==> src/rtl/system_core.sv <==
//==============================================================================
// system_core : GPIO nibble change reporter over UART TX, UART RX command port
//               driving GPIO outputs, LED toggling on each transmitted frame.
// Optional feature macro: GPIO_DEBOUNCE_EN (input debounce filter).
// Revision    : 1.0
//==============================================================================
`timescale 1ns/1ps
`default_nettype none

module system_core #(
  parameter int CLK_FREQ        = 50_000_000,
  parameter int UART_BAUD_RATE  = 115_200,
  parameter int DEBOUNCE_CYCLES = 16
) (
  input  logic       clk,
  input  logic       rst,
  output logic       led,
  input  logic       uart_rxd,
  output logic       uart_txd,
  inout  wire  [7:0] gpio_io
);

  localparam int c_div   = CLK_FREQ / UART_BAUD_RATE;
  localparam int c_cnt_w = $clog2(c_div);
  localparam logic [c_cnt_w-1:0] c_bit_last  = c_cnt_w'(c_div - 1);
  localparam logic [c_cnt_w-1:0] c_half_last = c_cnt_w'((c_div / 2) - 1);

  typedef enum logic [1:0] {
    S_IDLE  = 2'd0,
    S_START = 2'd1,
    S_DATA  = 2'd2,
    S_STOP  = 2'd3
  } uart_state_e;

  if (DEBOUNCE_CYCLES < 1) begin : g_cfg_check
    $error("DEBOUNCE_CYCLES must be at least 1");
  end

  // ---------------------------------------------------------------------------
  // Input path: synchronizer and change detection
  // ---------------------------------------------------------------------------
  logic [3:0] gin_s1_q, gin_s2_q;
  logic [3:0] prev_q, prev_d;
  logic       evt;
  logic [7:0] evt_byte;

  always_ff @(posedge clk or posedge rst) begin
    if (rst) begin
      gin_s1_q <= 4'h0;
      gin_s2_q <= 4'h0;
      prev_q   <= 4'h0;
    end else begin
      gin_s1_q <= gpio_io[3:0];
      gin_s2_q <= gin_s1_q;
      prev_q   <= prev_d;
    end
  end

`ifdef GPIO_DEBOUNCE_EN
  localparam int c_db_w = $clog2(DEBOUNCE_CYCLES + 1);
  logic [c_db_w-1:0] db_cnt_q, db_cnt_d;

  always_comb begin
    evt      = 1'b0;
    prev_d   = prev_q;
    db_cnt_d = '0;
    if (gin_s2_q != prev_q) begin
      if (db_cnt_q == c_db_w'(DEBOUNCE_CYCLES - 1)) begin
        evt    = 1'b1;
        prev_d = gin_s2_q;
      end else begin
        db_cnt_d = db_cnt_q + 1'b1;
      end
    end
  end

  always_ff @(posedge clk or posedge rst) begin
    if (rst) db_cnt_q <= '0;
    else     db_cnt_q <= db_cnt_d;
  end
`else
  always_comb begin
    evt    = (gin_s2_q != prev_q);
    prev_d = gin_s2_q;
  end
`endif

  assign evt_byte = {4'hA, gin_s2_q};

  // ---------------------------------------------------------------------------
  // UART transmitter with one-deep overwrite pending slot
  // ---------------------------------------------------------------------------
  uart_state_e        tx_state_q, tx_state_d;
  logic [c_cnt_w-1:0] tx_cnt_q, tx_cnt_d;
  logic [2:0]         tx_bit_q, tx_bit_d;
  logic [7:0]         tx_sh_q, tx_sh_d;
  logic               txd_q, txd_d;
  logic               pend_v_q, pend_v_d;
  logic [7:0]         pend_q, pend_d;
  logic               led_q, led_d;
  logic               tx_stop_end;

  assign tx_stop_end = (tx_state_q == S_STOP) && (tx_cnt_q == c_bit_last);

  always_comb begin
    tx_state_d = tx_state_q;
    tx_cnt_d   = tx_cnt_q;
    tx_bit_d   = tx_bit_q;
    tx_sh_d    = tx_sh_q;
    txd_d      = txd_q;
    pend_v_d   = pend_v_q;
    pend_d     = pend_q;
    led_d      = led_q;
    case (tx_state_q)
      S_IDLE: begin
        if (evt) begin
          tx_state_d = S_START;
          tx_sh_d    = evt_byte;
          tx_cnt_d   = '0;
          txd_d      = 1'b0;
          led_d      = ~led_q;
        end
      end
      S_START: begin
        if (tx_cnt_q == c_bit_last) begin
          tx_cnt_d   = '0;
          tx_bit_d   = 3'd0;
          tx_state_d = S_DATA;
          txd_d      = tx_sh_q[0];
        end else begin
          tx_cnt_d = tx_cnt_q + 1'b1;
        end
      end
      S_DATA: begin
        if (tx_cnt_q == c_bit_last) begin
          tx_cnt_d = '0;
          if (tx_bit_q == 3'd7) begin
            tx_state_d = S_STOP;
            txd_d      = 1'b1;
          end else begin
            tx_bit_d = tx_bit_q + 1'b1;
            tx_sh_d  = {1'b0, tx_sh_q[7:1]};
            txd_d    = tx_sh_q[1];
          end
        end else begin
          tx_cnt_d = tx_cnt_q + 1'b1;
        end
      end
      S_STOP: begin
        if (tx_cnt_q == c_bit_last) begin
          tx_cnt_d = '0;
          // An event landing on the final stop cycle is newer than the slot.
          if (evt || pend_v_q) begin
            tx_state_d = S_START;
            tx_sh_d    = evt ? evt_byte : pend_q;
            txd_d      = 1'b0;
            led_d      = ~led_q;
            pend_v_d   = 1'b0;
          end else begin
            tx_state_d = S_IDLE;
          end
        end else begin
          tx_cnt_d = tx_cnt_q + 1'b1;
        end
      end
      default: tx_state_d = S_IDLE;
    endcase
    if (evt && (tx_state_q != S_IDLE) && !tx_stop_end) begin
      pend_v_d = 1'b1;
      pend_d   = evt_byte;
    end
  end

  always_ff @(posedge clk or posedge rst) begin
    if (rst) begin
      tx_state_q <= S_IDLE;
      tx_cnt_q   <= '0;
      tx_bit_q   <= 3'd0;
      tx_sh_q    <= 8'h00;
      txd_q      <= 1'b1;
      pend_v_q   <= 1'b0;
      pend_q     <= 8'h00;
      led_q      <= 1'b0;
    end else begin
      tx_state_q <= tx_state_d;
      tx_cnt_q   <= tx_cnt_d;
      tx_bit_q   <= tx_bit_d;
      tx_sh_q    <= tx_sh_d;
      txd_q      <= txd_d;
      pend_v_q   <= pend_v_d;
      pend_q     <= pend_d;
      led_q      <= led_d;
    end
  end

  // ---------------------------------------------------------------------------
  // UART receiver and GPIO output command decode
  // ---------------------------------------------------------------------------
  logic               rx_s1_q, rx_s2_q, rx_s3_q;
  uart_state_e        rx_state_q, rx_state_d;
  logic [c_cnt_w-1:0] rx_cnt_q, rx_cnt_d;
  logic [2:0]         rx_bit_q, rx_bit_d;
  logic [7:0]         rx_sh_q, rx_sh_d;
  logic [3:0]         gpo_q, gpo_d;

  always_comb begin
    rx_state_d = rx_state_q;
    rx_cnt_d   = rx_cnt_q;
    rx_bit_d   = rx_bit_q;
    rx_sh_d    = rx_sh_q;
    gpo_d      = gpo_q;
    case (rx_state_q)
      S_IDLE: begin
        if (rx_s3_q && !rx_s2_q) begin
          rx_state_d = S_START;
          rx_cnt_d   = '0;
        end
      end
      S_START: begin
        if (rx_cnt_q == c_half_last) begin
          rx_cnt_d   = '0;
          rx_bit_d   = 3'd0;
          rx_state_d = rx_s2_q ? S_IDLE : S_DATA;
        end else begin
          rx_cnt_d = rx_cnt_q + 1'b1;
        end
      end
      S_DATA: begin
        if (rx_cnt_q == c_bit_last) begin
          rx_cnt_d = '0;
          rx_sh_d  = {rx_s2_q, rx_sh_q[7:1]};
          if (rx_bit_q == 3'd7) rx_state_d = S_STOP;
          else                  rx_bit_d   = rx_bit_q + 1'b1;
        end else begin
          rx_cnt_d = rx_cnt_q + 1'b1;
        end
      end
      S_STOP: begin
        if (rx_cnt_q == c_bit_last) begin
          rx_cnt_d   = '0;
          rx_state_d = S_IDLE;
          if (rx_s2_q && (rx_sh_q[7:4] == 4'h5)) gpo_d = rx_sh_q[3:0];
        end else begin
          rx_cnt_d = rx_cnt_q + 1'b1;
        end
      end
      default: rx_state_d = S_IDLE;
    endcase
  end

  always_ff @(posedge clk or posedge rst) begin
    if (rst) begin
      rx_s1_q    <= 1'b1;
      rx_s2_q    <= 1'b1;
      rx_s3_q    <= 1'b1;
      rx_state_q <= S_IDLE;
      rx_cnt_q   <= '0;
      rx_bit_q   <= 3'd0;
      rx_sh_q    <= 8'h00;
      gpo_q      <= 4'h0;
    end else begin
      rx_s1_q    <= uart_rxd;
      rx_s2_q    <= rx_s1_q;
      rx_s3_q    <= rx_s2_q;
      rx_state_q <= rx_state_d;
      rx_cnt_q   <= rx_cnt_d;
      rx_bit_q   <= rx_bit_d;
      rx_sh_q    <= rx_sh_d;
      gpo_q      <= gpo_d;
    end
  end

  assign led          = led_q;
  assign uart_txd     = txd_q;
  assign gpio_io[7:4] = gpo_q;
  assign gpio_io[3:0] = 4'bzzzz;

endmodule

`default_nettype wire

==> config.mk <==
export PLATFORM = sky130hd
export DESIGN_NAME = system_core
export DESIGN_NICKNAME = d
export VERILOG_FILES = /design/src/rtl/system_core.sv
export SDC_FILE = /design/constraint.sdc
export NUM_CORES = 1
export LEC_CHECK = 0
export ABC_CLOCK_PERIOD_IN_PS = 6200
export CAP_MARGIN = 25
export CORE_UTILIZATION = 65
export DETAILED_ROUTE_END_ITERATION = 8
export PLACE_DENSITY = 0.84
export SLEW_MARGIN = 20
export SYNTH_ARGS = -nofsm -noshare
export SYNTH_HDL_FRONTEND = slang
export SYNTH_SLANG_ARGS = --single-unit
export TNS_END_PERCENT = 50
==> constraint.sdc <==
create_clock -name clk -period 6.2 [get_ports clk]
set_input_delay 1.24 -clock clk [delete_from_list [all_inputs] [get_ports clk]]
set_output_delay 1.24 -clock clk [all_outputs]
set_load 0.01 [all_outputs]
==> results.sh <==
export IMPL_use_met1_pct=32.20
export IMPL_final_nets=328
export IMPL_synth_xor_area_share_pct=1.046
export IMPL_grt_ovfl_total=0
export IMPL_drtIter0Drc=111
export IMPL_ctsHtreeMaxLevel=3
export IMPL_grt_pass1_wl_mm=9.839
export IMPL_synth_top_family_by_area="compound AO/OA/AOI/OAI gates"
export IMPL_hold_path_class="reg2reg"
export IMPL_post_drt_wl_per_cell_um=15.07
export IMPL_combPwrFrac_pct=36.6
export IMPL_p_per_area_nw_per_um2=409.3
export IMPL_area_delta_synth_final_pct=7.633
export IMPL_min_period_ns=2.619
export IMPL_busiest_layer="met2"
export IMPL_ys_ff_latch=59
export IMPL_status="complete, no violations"
export IMPL_syn_area_um2=3229
export IMPL_swShare_pct=37.16
export IMPL_max_freq_mhz=381.8
export IMPL_diodes=0
export IMPL_pwr_share_clk_pct=24.4
export IMPL_layout_drive_gt1_share_pct=18.10
export IMPL_yosys_area_share_simple_pct=15.19
export IMPL_end_kind="output pin"
export IMPL_crit_type="reg2out"
export IMPL_viasPerCell=5.929
export IMPL_grtUsageTotal_pct=24.63
export IMPL_io_pins=13
export IMPL_cp_start_kind="register"
export IMPL_final_cell_mix="dfrtp_1, o21ai_0, inv_1"
export IMPL_synth_mux_area_share_pct=8.989
export IMPL_vdd_drop_max_mv=0.2885
export IMPL_cts_sinks=59
export IMPL_critPathBufInv=1
export IMPL_post_cts_buffers=0
export IMPL_final_antenna_net_count=0
export IMPL_critPathMaxFanout=2
export IMPL_tritoncts="done"
export IMPL_ys_seq_area_share_pct=45.87
export IMPL_stdcell_area_um2=3476
export IMPL_cts_made_buffers=9
export IMPL_root_buffer="clkbuf_8"
export IMPL_antenna_found_initial=0
export IMPL_first_pass_iters=4
export IMPL_gp_congestion=0.8752
export IMPL_worst_slew_pin_slew_ns=0.9000
export IMPL_first_global_vias=2223
export IMPL_die_y_um=72.49
export IMPL_dpl_instance_area_um2=3271
export IMPL_grt_max_degree=60
export IMPL_die_w_um=72.49
export IMPL_row_count=25
export IMPL_yosys_warnings=0
export IMPL_rsz0062_at_grt="false"
export IMPL_cp_required_ns=4.96
export IMPL_routed_via_count=2265
export IMPL_clk_latency_ns=0.34
export IMPL_hold_viol=0
export IMPL_seq_power_share_pct=39.1
export IMPL_total_power_uw=1423
export IMPL_worst_slack_ns=3.581
export IMPL_cts_path_max_buffers=2
export IMPL_final_setup_tns_ns=0
export IMPL_use_met2_pct=38.32
export IMPL_post_route_drc_count=0
export IMPL_cts_hold_buffers_added=0
export IMPL_final_max_slew_viol_count=0
export IMPL_p_int_uw=894.1
export IMPL_synth_edf_count=0
export IMPL_cp_data_arrival_time_ns=1.38
export IMPL_slowest_delay_ns=0.53
export IMPL_post_cts_resized=0
export IMPL_use_met3_pct=9.028
export IMPL_dp_slack_ns=3.867
export IMPL_slowest_stage="dfstp_2"
export IMPL_yosys_area_share_adder_pct=6.122
export IMPL_synth_cell_types=64
export IMPL_synth_ff_type="dfrtp_1"
export IMPL_start_util_pct=67.92
export IMPL_finalCritPeriodShare_pct=42.24
export IMPL_skew_ns=0.009293
export IMPL_place_hpwl_mm=3.864
export IMPL_synth_compound_area_share_pct=16.51
export IMPL_die_area_um2=5254
export IMPL_clk_pin_slew_ns=0.07
export IMPL_wl_mm=5.755
export IMPL_crit_chain="clkdlybuf4s50_1"
export IMPL_p_leak_uw=0.001563
export IMPL_cap_violations=0
export IMPL_async_flop_share_pct=100.0
export IMPL_setup_viol_count_final=0
export IMPL_avgSynthCellArea_um2=10.59
export IMPL_port_buffers=4
export IMPL_critical_path_top_delay_family="flip-flops"
export IMPL_power_switching_uw=528.6
export IMPL_coreArea_um2=4755
export IMPL_slew_headroom_pct=39.54
export IMPL_final_common_cell="dfrtp_1"
export IMPL_postSynthCellCount=305
[layer usage]
| metal | routed length, um | vias up |
|---|---|---|
| li1 | - | 1101 |
| met1 | 2538 | 1119 |
| met2 | 2941 | 39 |
| met3 | 221 | 6 |
| met4 | 53 | 0 |
| met5 | 0 | - |
[logic make-up (layout without fill, tap and decap cells)]
kind of cell,Yosys count,after routing
compound gates,78,78
xor+xnor,3,3
fa+ha+maj,16,16
buf+inv,40,46
flops,59,59
mux,24,24
other cells,1,5
simple gates,84,84
[power groups by stage]
stage | Clock [uW] | Combinational [uW] | Sequential (uW)
2_1_floorplan | 0 | 447 | 528
3_3_place_gp | 0 | 493 | 555
3_5_place_dp | 0 | 513 | 558
5_1_grt | 376 | 579 | 567
4_1_cts | 357 | 517 | 554
6_report | 347 | 520 | 556
[worst paths after layout]
check,start,endpoint,slack (ns),cells after the start
max,uart_txd,uart_txd,3.58,1
min in group asynchronous,rst,gpio_io[5],1.42,3
min reg2reg,gin_s1_q[0],gin_s2_q[0],0.35,0
min,gin_s1_q[0],gin_s2_q[0],0.35,0
max in group asynchronous,rst,tx_cnt_q[2],4.31,3
max reg2reg,tx_state_q[0],tx_sh_q[5],3.81,6
[stage by stage]
stage | hold WS [ns] | utilization (%) | cells
finish | 0.3541 | 73.11 | 382
global route | 0.3621 | 73.11 | 382
CTS | 0.3591 | 73.00 | 381
global placement | 0.3462 | 68.79 | 365
detailed placement | 0.3442 | 68.79 | 365
floorplan | 0.3312 | - | 309
[cell usage after synthesis, drive strengths merged, types with 3 or more instances]
| cell | count | area, um^2 |
|---|---|---|
| a21o | 4 | 30.03 |
| a21oi | 10 | 50.05 |
| a221o | 4 | 40.04 |
| a22o | 4 | 35.03 |
| a22oi | 5 | 37.54 |
| and2 | 4 | 26.28 |
| and3 | 3 | 20.02 |
| and4b | 3 | 30.03 |
| buf | 12 | 93.83 |
| clkbuf | 5 | 18.77 |
| dfrtp | 55 | 1376 |
| dfstp | 4 | 105.1 |
| ha | 15 | 187.7 |
| inv | 23 | 86.33 |
| mux2 | 22 | 270.3 |
| nand2 | 19 | 78.82 |
| nand3 | 7 | 35.03 |
| nor2 | 16 | 65.06 |
| nor2b | 8 | 50.05 |
| nor3 | 7 | 35.03 |
| nor3b | 3 | 27.52 |
| nor4 | 3 | 33.78 |
| o21ai | 23 | 115.1 |
| o21bai | 3 | 22.52 |
| o31ai | 5 | 37.54 |
[state kept, by name, indices dropped and copies added, names as in the netlist, 2 cells and up, named ones only]
| register | flops |
|---|---|
| rx_cnt_q | 9 |
| tx_cnt_q | 9 |
| rx_sh_q | 8 |
| tx_sh_q | 8 |
| gpio_io | 4 |
| rx_bit_q | 3 |
| tx_bit_q | 3 |
| pend_q | 2 |
| tx_state_q | 2 |
[area by class of cell]
class                      count  area (um^2)
timing repair buffer           7        60.06
tap                           67        83.83
fill                         330         1279
clock buffer                   9        123.9
multi-input combinational    210         1564
inverter                      23        86.33
sequential                    59         1481
clock inverter                 7        76.32
(Power assumes the default switching activity.)
